===== config.mk =====
export PLATFORM = sky130hd
export DESIGN_NAME = battle_sequencer
export DESIGN_NICKNAME = d
export VERILOG_FILES = /design/src/rtl/battle_sequencer.sv
export SDC_FILE = /design/constraint.sdc
export NUM_CORES = 1
export LEC_CHECK = 0
export CAP_MARGIN = 20
export CORE_MARGIN = 1
export CORE_UTILIZATION = 45
export CTS_CLUSTER_SIZE = 10
export DETAILED_ROUTE_END_ITERATION = 6
export GPL_ROUTABILITY_DRIVEN = 1
export PLACE_DENSITY = 0.72
export SETUP_SLACK_MARGIN = 0.15
export SLEW_MARGIN = 20
export SYNTH_ARGS = -nofsm -noshare
export SYNTH_HDL_FRONTEND = slang
export SYNTH_SLANG_ARGS = --single-unit

===== constraint.sdc =====
create_clock -name clk -period 7.8 [get_ports clk]
set_input_delay 2.34 -clock clk [delete_from_list [all_inputs] [get_ports clk]]
set_output_delay 2.34 -clock clk [all_outputs]
set_load 0.01 [all_outputs]

===== src/rtl/battle_sequencer.sv =====
// battle_sequencer: frame-paced turn sequencer for the battle screen.
// Button and hit events are captured between frames and acted on once per vsync-derived tick.
module battle_sequencer #(
    parameter int PLAYER_HP     = 100,
    parameter int ENEMY_HP      = 100,
    parameter int DODGE_FRAMES  = 300,
    parameter int HIT_DAMAGE    = 10,
    parameter int INVULN_FRAMES = 30,
    parameter int SLIDER_STEP   = 2
) (
    input  logic        clk,
    input  logic        reset_n,
    input  logic        vsync,
    input  logic        btn_confirm,
    input  logic        btn_left,
    input  logic        btn_right,
    input  logic        hit,
    output logic [31:0] state,
    output logic        mercy
);
    typedef enum logic [3:0] {
        TITLE  = 4'b0001,
        ACT    = 4'b1011,
        CHECK  = 4'b1100,
        ATTACK = 4'b1010,
        DODGE  = 4'b1001,
        OVER   = 4'b0000
    } mode_t;

    localparam logic [7:0]  P_HP      = 8'(PLAYER_HP);
    localparam logic [7:0]  E_HP      = 8'(ENEMY_HP);
    localparam logic [7:0]  MERCY_HP  = 8'(ENEMY_HP / 4);
    localparam logic [7:0]  HIT_DMG   = 8'(HIT_DAMAGE);
    localparam logic [15:0] DODGE_LEN = 16'(DODGE_FRAMES);
    localparam logic [15:0] INV_LEN   = 16'(INVULN_FRAMES);
    localparam logic [8:0]  STEP      = 9'(SLIDER_STEP);

    mode_t       mode, mode_n;
    logic [7:0]  php, php_n, ehp, ehp_n, slider, slider_n;
    logic [15:0] dodge_cnt, dodge_cnt_n, inv, inv_n;
    logic        mercy_n;
    logic        armed, vsync_q, tick;
    logic [2:0]  btn, btn_q, rise, pend, pend_n;
    logic        hit_pend, hit_pend_n;
    logic        confirm, lr, take_hit;
    logic [8:0]  adv, d;
    logic [7:0]  dmg, ehp_hit, php_hit;

    // armed masks edges seen right after reset release (vsync or a button already high)
    assign btn      = {btn_confirm, btn_left, btn_right};
    assign rise     = armed ? (btn & ~btn_q) : 3'b000;
    assign confirm  = pend[2];
    assign lr       = pend[1] ^ pend[0];
    assign take_hit = hit_pend && inv == 16'd0;
    assign adv      = {1'b0, slider} + STEP;
    assign d        = slider[7] ? {1'b0, slider} - 9'd128 : 9'd128 - {1'b0, slider};
    assign dmg      = d <= 9'd16 ? 8'd20 : d <= 9'd64 ? 8'd10 : 8'd0;
    assign ehp_hit  = ehp > dmg ? ehp - dmg : 8'd0;
    assign php_hit  = php > HIT_DMG ? php - HIT_DMG : 8'd0;

    always_comb begin
        mode_n      = mode;
        php_n       = php;
        ehp_n       = ehp;
        slider_n    = slider;
        dodge_cnt_n = dodge_cnt;
        inv_n       = inv;
        mercy_n     = mercy;
        pend_n      = tick ? rise : (pend | rise);
        if (tick) begin
            case (mode)
                TITLE: if (confirm) begin
                    mode_n  = ACT;
                    php_n   = P_HP;
                    ehp_n   = E_HP;
                    mercy_n = 1'b0;
                end
                ACT: if (confirm) begin
                    mode_n   = ATTACK;
                    slider_n = 8'd0;
                end else if (lr) mode_n = CHECK;
                CHECK: if (confirm) begin
                    mode_n  = ACT;
                    mercy_n = ehp <= MERCY_HP;
                end else if (lr) mode_n = ACT;
                ATTACK: if (confirm || slider == 8'hff) begin
                    ehp_n       = ehp_hit;
                    mode_n      = ehp_hit == 8'd0 ? TITLE : DODGE;
                    dodge_cnt_n = 16'd0;
                end else slider_n = adv[8] ? 8'hff : adv[7:0];
                DODGE: begin
                    php_n       = take_hit ? php_hit : php;
                    inv_n       = take_hit ? INV_LEN : (inv != 16'd0 ? inv - 16'd1 : 16'd0);
                    dodge_cnt_n = dodge_cnt + 16'd1;
                    if (php_n == 8'd0) mode_n = OVER;
                    else if (dodge_cnt_n >= DODGE_LEN) mode_n = ACT;
                end
                OVER: if (confirm) mode_n = TITLE;
                default: mode_n = TITLE;
            endcase
        end
        // slider is only meaningful (and displayed) in ATTACK/DODGE; invuln only lives inside DODGE
        slider_n   = (mode_n == ATTACK || mode_n == DODGE) ? slider_n : 8'd0;
        inv_n      = mode_n == DODGE ? inv_n : 16'd0;
        hit_pend_n = mode == DODGE && mode_n == DODGE && (hit || (hit_pend && !tick));
    end

    always_ff @(posedge clk or negedge reset_n) begin
        if (!reset_n) begin
            mode      <= TITLE;
            php       <= P_HP;
            ehp       <= E_HP;
            slider    <= 8'd0;
            dodge_cnt <= 16'd0;
            inv       <= 16'd0;
            mercy     <= 1'b0;
            armed     <= 1'b0;
            vsync_q   <= 1'b0;
            tick      <= 1'b0;
            btn_q     <= 3'b000;
            pend      <= 3'b000;
            hit_pend  <= 1'b0;
        end else begin
            mode      <= mode_n;
            php       <= php_n;
            ehp       <= ehp_n;
            slider    <= slider_n;
            dodge_cnt <= dodge_cnt_n;
            inv       <= inv_n;
            mercy     <= mercy_n;
            armed     <= 1'b1;
            vsync_q   <= vsync;
            tick      <= armed & vsync & ~vsync_q;
            btn_q     <= btn;
            pend      <= pend_n;
            hit_pend  <= hit_pend_n;
        end
    end

    assign state = {mode, 4'b0000, ehp, php, slider};
endmodule

==> summary.md <==
| Metric | Value |
|---|---|
| Post-layout net count | `625` |
| Clock root buffer | `clkbuf_16` |
| Clock Sinks | `71` |
| Sw Pwr | `0.505 mW` |
| Hold Path Class | `reg -> reg` |
| Layout cells sized above 1 | `0.118` |
| Hold_buf cts | `0` |
| Yosys cell types | `92` |
| Mapped Area | `~5000 µm²` |
| GRT overflow | `0` |
| Post-CTS setup buffers | `0` |
| Final WL | `12.4 mm` |
| Flop pwr share | `0.362` |
| Sequential-to-total area share from yosys stat | `0.352` |
| Row cnt | `38` |
| Min cycle time layout | `4.76 ns` |
| Synthesized flop and latch total | `a little over 70` |
| First-pass GRT wire length | `around 21 mm` |
| Pre-antenna DRT Iters | `5` |
| Status | `complete, no violations` |
| Boundary Pins | `40` |
| Least-Margin Pin Slew | `0.915 ns` |
| Synth Area per Inst | `8.67 µm²` |
| Final Hold Viols | `0` |
| Crit-path max FO | `13` |
| Int Power | `0.842 mW` |
| Synth Flop Type | `dfrtp_1` |
| Gpl congestion | `0.886` |
| Antenna-violating nets left | `0` |
| Via-to-Cell Ratio | `6.17` |
| Drt initial violations | `218` |
| Power Density | `234 nW/µm²` |
| Antenna violations before repair | `0` |
| WP data arrival | `a little under 5 ns` |
| Worst-Skew Late Latency | `between 0.3 and 0.4 ns` |
| Core Area | `between 10,000 and 15,000 µm²` |
| Slew Limit Fails | `0` |
| R2r setup slk | `3.04 ns` |
| CTS max path bufs | `2` |
| Via count | `4,637` |
| Crit end category | `flop` |
| RSZ-0062 raised after global routing | `no` |
| Final worst clock skew | `0.00850 ns` |
| Layout overhead on the synthesized area | `13.6%` |
| Initial core utilization | `0.464` |
| CTS H-tree lvls | `3` |
| Chip Width | `108 µm` |
| Vias in the first global route | `4,558` |
| Cells after Synth | `585` |
| CTS buffer count | `9` |
| Clock power share | `0.301` |
| Leakage | `approximately 2.3 nW` |
| Max Cap Viol | `0` |
| Resize count post-CTS | `0` |
| CTS tree | `built` |
| Slew HR | `0.388` |
| CP required | `~8.0 ns` |
| Switching Fraction | `0.375` |
| Max Clk Rate | `0.210 GHz` |
| Peak supply drop | `0.147 mV` |
| IO Port Bufs | `35` |
| WS Path Type | `reg -> reg` |
| Wirelength per Cell | `16.5 µm` |
| Fraction of registers with async set/reset | `1.00` |
| Clock transition at path regs | `0.06 ns` |
| Largest net degree at the start of global routing | `around 70` |
| Tcrit/Tclk final | `0.610` |
| Logic gate share of total power | `0.337` |
| Final setup fails | `0` |
| Final setup TNS | `0 ns` |
| Commonest non-fill, non-tap cells in the layout | `64 x dfrtp_1, 51 x nor2_1, 49 x o21ai_0` |
| Commonest non-fill, non-tap cell in the layout | `dfrtp_1` |
| Die Y | `108 µm` |
| # diodes | `0` |
| DP Wirelength | `roughly 8.7 mm` |
| Full die area | `11,700 µm²` |
| DRC | `0` |
| Tot GR Track Use | `0.226` |
| Critical path startpoint category | `flop` |
| Synth warnings | `0` |
| Post-synth EDFFs | `0` |
| Hold Slack | `between 0.3 and 0.4 ns` |
-- cell type report --
class / instances / area (µm²)
Fill cell: 1001 / 5170
Clock buffer: 10 / 239
Tap cell: 140 / 175
Inverter: 29 / 109
Sequential cell: 71 / 1790
Multi-Input combinational cell: 457 / 3020
Timing Repair Buffer: 38 / 372
Clock inverter: 6 / 60.1
-- per-layer routing --
layer	vias to the layer above	routed length [µm]	GRT usage
li1	2202	-	-
met5	-	0	0
met2	172	5990	0.389
met1	2240	5530	0.286
met3	23	648	0.0344
met4	0	208	0.0851
-- sequential cells by signal, indices dropped and copies added, names as in the netlist --
name	cells
vsync_q	1
slider	8
pend	3
armed	1
btn_q	3
tick	1
mercy	1
hit_pend	1
ehp	8
php	8
mode	4
dodge_cnt	16
inv	16
-- critical path: stages, from the launching register on --
cell and delay (ns):
dfrtp_1 0.49, inv_1 0.12, ha_1 0.25, nor4b_2 0.17
or3_1 0.37, and2_1 0.19, nand3_1 0.08, nor3_1 0.05
o21ai_0 0.27, inv_1 0.08, ha_1 0.22, fa_1 0.40
xnor2_1 0.16, nor4b_1 0.40, nand2b_1 0.10, a21oi_1 0.20
o31ai_2 0.12, o31ai_4 0.58, buf_6 0.26, nor4_1 0.07
-- power groups by stage --
stage	logic, mW	registers, mW	clock network, mW
3_5_place_dp	0.442	0.492	0
4_1_cts	0.446	0.486	0.414
3_3_place_gp	0.432	0.491	0
6_report	0.454	0.488	0.406
5_1_grt	0.495	0.497	0.429
2_1_floorplan	0.350	0.465	0
-- kinds of logic (layout without fill, tap and decap cells) --
group,after synthesis,in the layout,share of synthesized area
simple gates,244,244,0.279
compound gates,172,172,0.238
flops,71,71,0.352
buf+inv,60,83,0.0547
xor+xnor,20,20,0.0345
fa+ha+maj,12,12,0.0311
mux,4,4,0.00912
other cells,2,5,0.00148
-- path summary, 6_finish.rpt --
check / startpoint / endpoint / cells past startpoint
hold reg to reg: vsync_q$_DFF_PN0_ / tick$_DFF_PN0_ / 1
setup reg to reg: slider[1]$_DFFE_PN0P_ / inv[5]$_DFFE_PN0P_ / 19
max in group asynchronous: reset_n / inv[8]$_DFFE_PN0P_ / 2
min in group asynchronous: reset_n / dodge_cnt[4]$_DFFE_PN0P_ / 2
hold / removal: vsync_q$_DFF_PN0_ / tick$_DFF_PN0_ / 1
setup / recovery: slider[1]$_DFFE_PN0P_ / inv[5]$_DFFE_PN0P_ / 19
-- cell usage after synthesis, drive strengths merged (3+ instances only) --
cell / instances / area share
nor4b: 3 / 0.0064
a31oi: 9 / 0.014
dfstp: 7 / 0.036
nor2: 53 / 0.041
a21oi: 30 / 0.030
o21ai: 55 / 0.055
nor3: 34 / 0.039
o311a: 3 / 0.0059
nand4: 11 / 0.015
xnor2: 17 / 0.029
nand2b: 8 / 0.0099
a211o: 3 / 0.0052
o22ai: 5 / 0.0062
nor2b: 8 / 0.011
ha: 11 / 0.027
o211ai: 6 / 0.0099
buf: 15 / 0.021
or3: 9 / 0.011
nor3b: 5 / 0.0094
inv: 28 / 0.021
a22o: 4 / 0.0069
nand2: 45 / 0.035
o31ai: 16 / 0.028
a211oi: 8 / 0.012
clkbuf: 16 / 0.012
dfrtp: 64 / 0.32
nand3: 18 / 0.018
and4: 5 / 0.0086
and3: 3 / 0.0037
or2: 3 / 0.0037
xor2: 3 / 0.0052
o21a: 7 / 0.010
nor4: 23 / 0.041
and2: 6 / 0.0074
-- metrics by stage --
stage / setup WS [ns] / instance area [µm²] / power, mW / utilization / instances
after CTS: 2.90 / 5750 / 1.35 / 0.526 / 750
after global placement: 3.11 / 5450 / 0.923 / 0.499 / 734
after global routing: 2.73 / 5760 / 1.42 / 0.527 / 751
final: 3.04 / 5760 / 1.35 / 0.527 / 751
after floorplan: 3.85 / 5090 / 0.815 / - / 588
after detailed placement: 2.92 / 5450 / 0.934 / 0.499 / 734
Note: power is estimated with default switching activity, not from simulation.
==> edit (config.mk and constraints unchanged) <==
Reset style: synchronous (`reset_n`), changed in one clocked block.
--- a/src/rtl/battle_sequencer.sv
+++ b/src/rtl/battle_sequencer.sv
@@ -105,7 +105,7 @@
         hit_pend_n = mode == DODGE && mode_n == DODGE && (hit || (hit_pend && !tick));
     end
 
-    always_ff @(posedge clk or negedge reset_n) begin
+    always_ff @(posedge clk) begin
         if (!reset_n) begin
             mode      <= TITLE;
             php       <= P_HP;
Function: differs if reset_n is asserted again (counterexample within 4 cycles, from zero or initial values and one cycle with reset_n low); with reset_n held inactive, the same outputs for 10 cycles.
==> edit against the original RTL <==
Critical path type unchanged; fmax decreased by 2.5%; highest routed layer unchanged; first-iteration DRC count rose by 95%; count of clock-buffer cells in the layout shrank 1; largest cell class unchanged; cell area is 5.6% lower; clock skew up 0.0064 ns; wire length up 2.3%; setup slack got worse by 0.12 ns; non-clock buffer count increased by 1; sequential cell count is the same; critical path depth shrank 1; area after synthesis fell by 3.7%.
Power is not compared: it rests on default switching activity, and its combinational part moved more than twofold at a synthesized area within 25%.
==> edit: results (changes against the original RTL) <==
[status]
status=finished, final reports clean  ; unchanged

[timing]
tightest_slew_ns=0.793  ; was 0.915 ns
final.setup_skew_ns=0.0149  ; was 0.00850 ns
layout_min_cycle_time_ns=4.88  ; was 4.76 ns

[synthesis]
synthXorXnorAreaFrac_pct=3.33  ; was 3.45%
synthMuxAreaShare_pct=1.05  ; was 0.912%
ys_types=76  ; was 92
synth.area.top_cells=dfxtp_1 (29%), nor2_1 (5.4%), nand2_1 (5.2%)  ; was dfrtp_1 (32%), o21ai_0 (4.8%), nor2_1 (3.8%)

[layout]
fillers=967  ; was 1001
multi_input_cells=512  ; was 457
register_area_um2=1420  ; was 1790 um2
multi_input_area_share_pct=58.2  ; was 52.5%

[min_path]
worstHoldPathCells=2  ; was 1

[global_routing]
grt_max_degree=46  ; was 72
grt_pass1_vias=4391  ; was 4558

[worst_setup_path]
critPathArrivalTime_ns=5.07  ; was 4.93 ns

[detailed_routing]
drtIter0Drc=425  ; was 218
via_per_inst=6.05  ; was 6.17
wl_um=12700  ; was 12400 um

[placed_design]
place_area_um2=5230  ; was 5450 um2
placed_cells=783  ; was 734
gp_congestion=0.925  ; was 0.886
hpwl_um=8850  ; was 8690 um

[clocking]
cts_root_buf=clkbuf_8  ; was clkbuf_16
clkLatencyLatePin_ns=0.35  ; was 0.33 ns
clk_pin_slew_ns=0.08  ; was 0.06 ns

==> edit: where the power goes <==
group           total, W  switching (W)  internal, W
logic          0.0000207      0.0000120   0.00000866
clock network   0.000325       0.000147     0.000178
registers       0.000368     0.00000302     0.000365
==> edit: path summary, 6_finish.rpt <==
check            start     end
max          slider[2]  inv[5]
min              mercy   mercy
max reg2reg  slider[2]  inv[5]
min reg2reg      mercy   mercy
==> edit: cell families after synthesis <==
| family | Yosys count |
|---|---|
| AOI/OAI and AO/OA | 162 |
| xor gates and xnor gates | 17 |
| adders and majority gates | 13 |
| buffers and inverters | 69 |
| DFF | 71 |
| muxes | 5 |
| other | 1 |
| and+or+nand+nor | 311 |
==> edit: routing by layer <==
layer / track usage, % / part of all wire, %
met4: 6.55 / 1.3
met2: 37.1 / 45
met5: 0 / 0
met3: 4.60 / 6.6
met1: 31.3 / 47
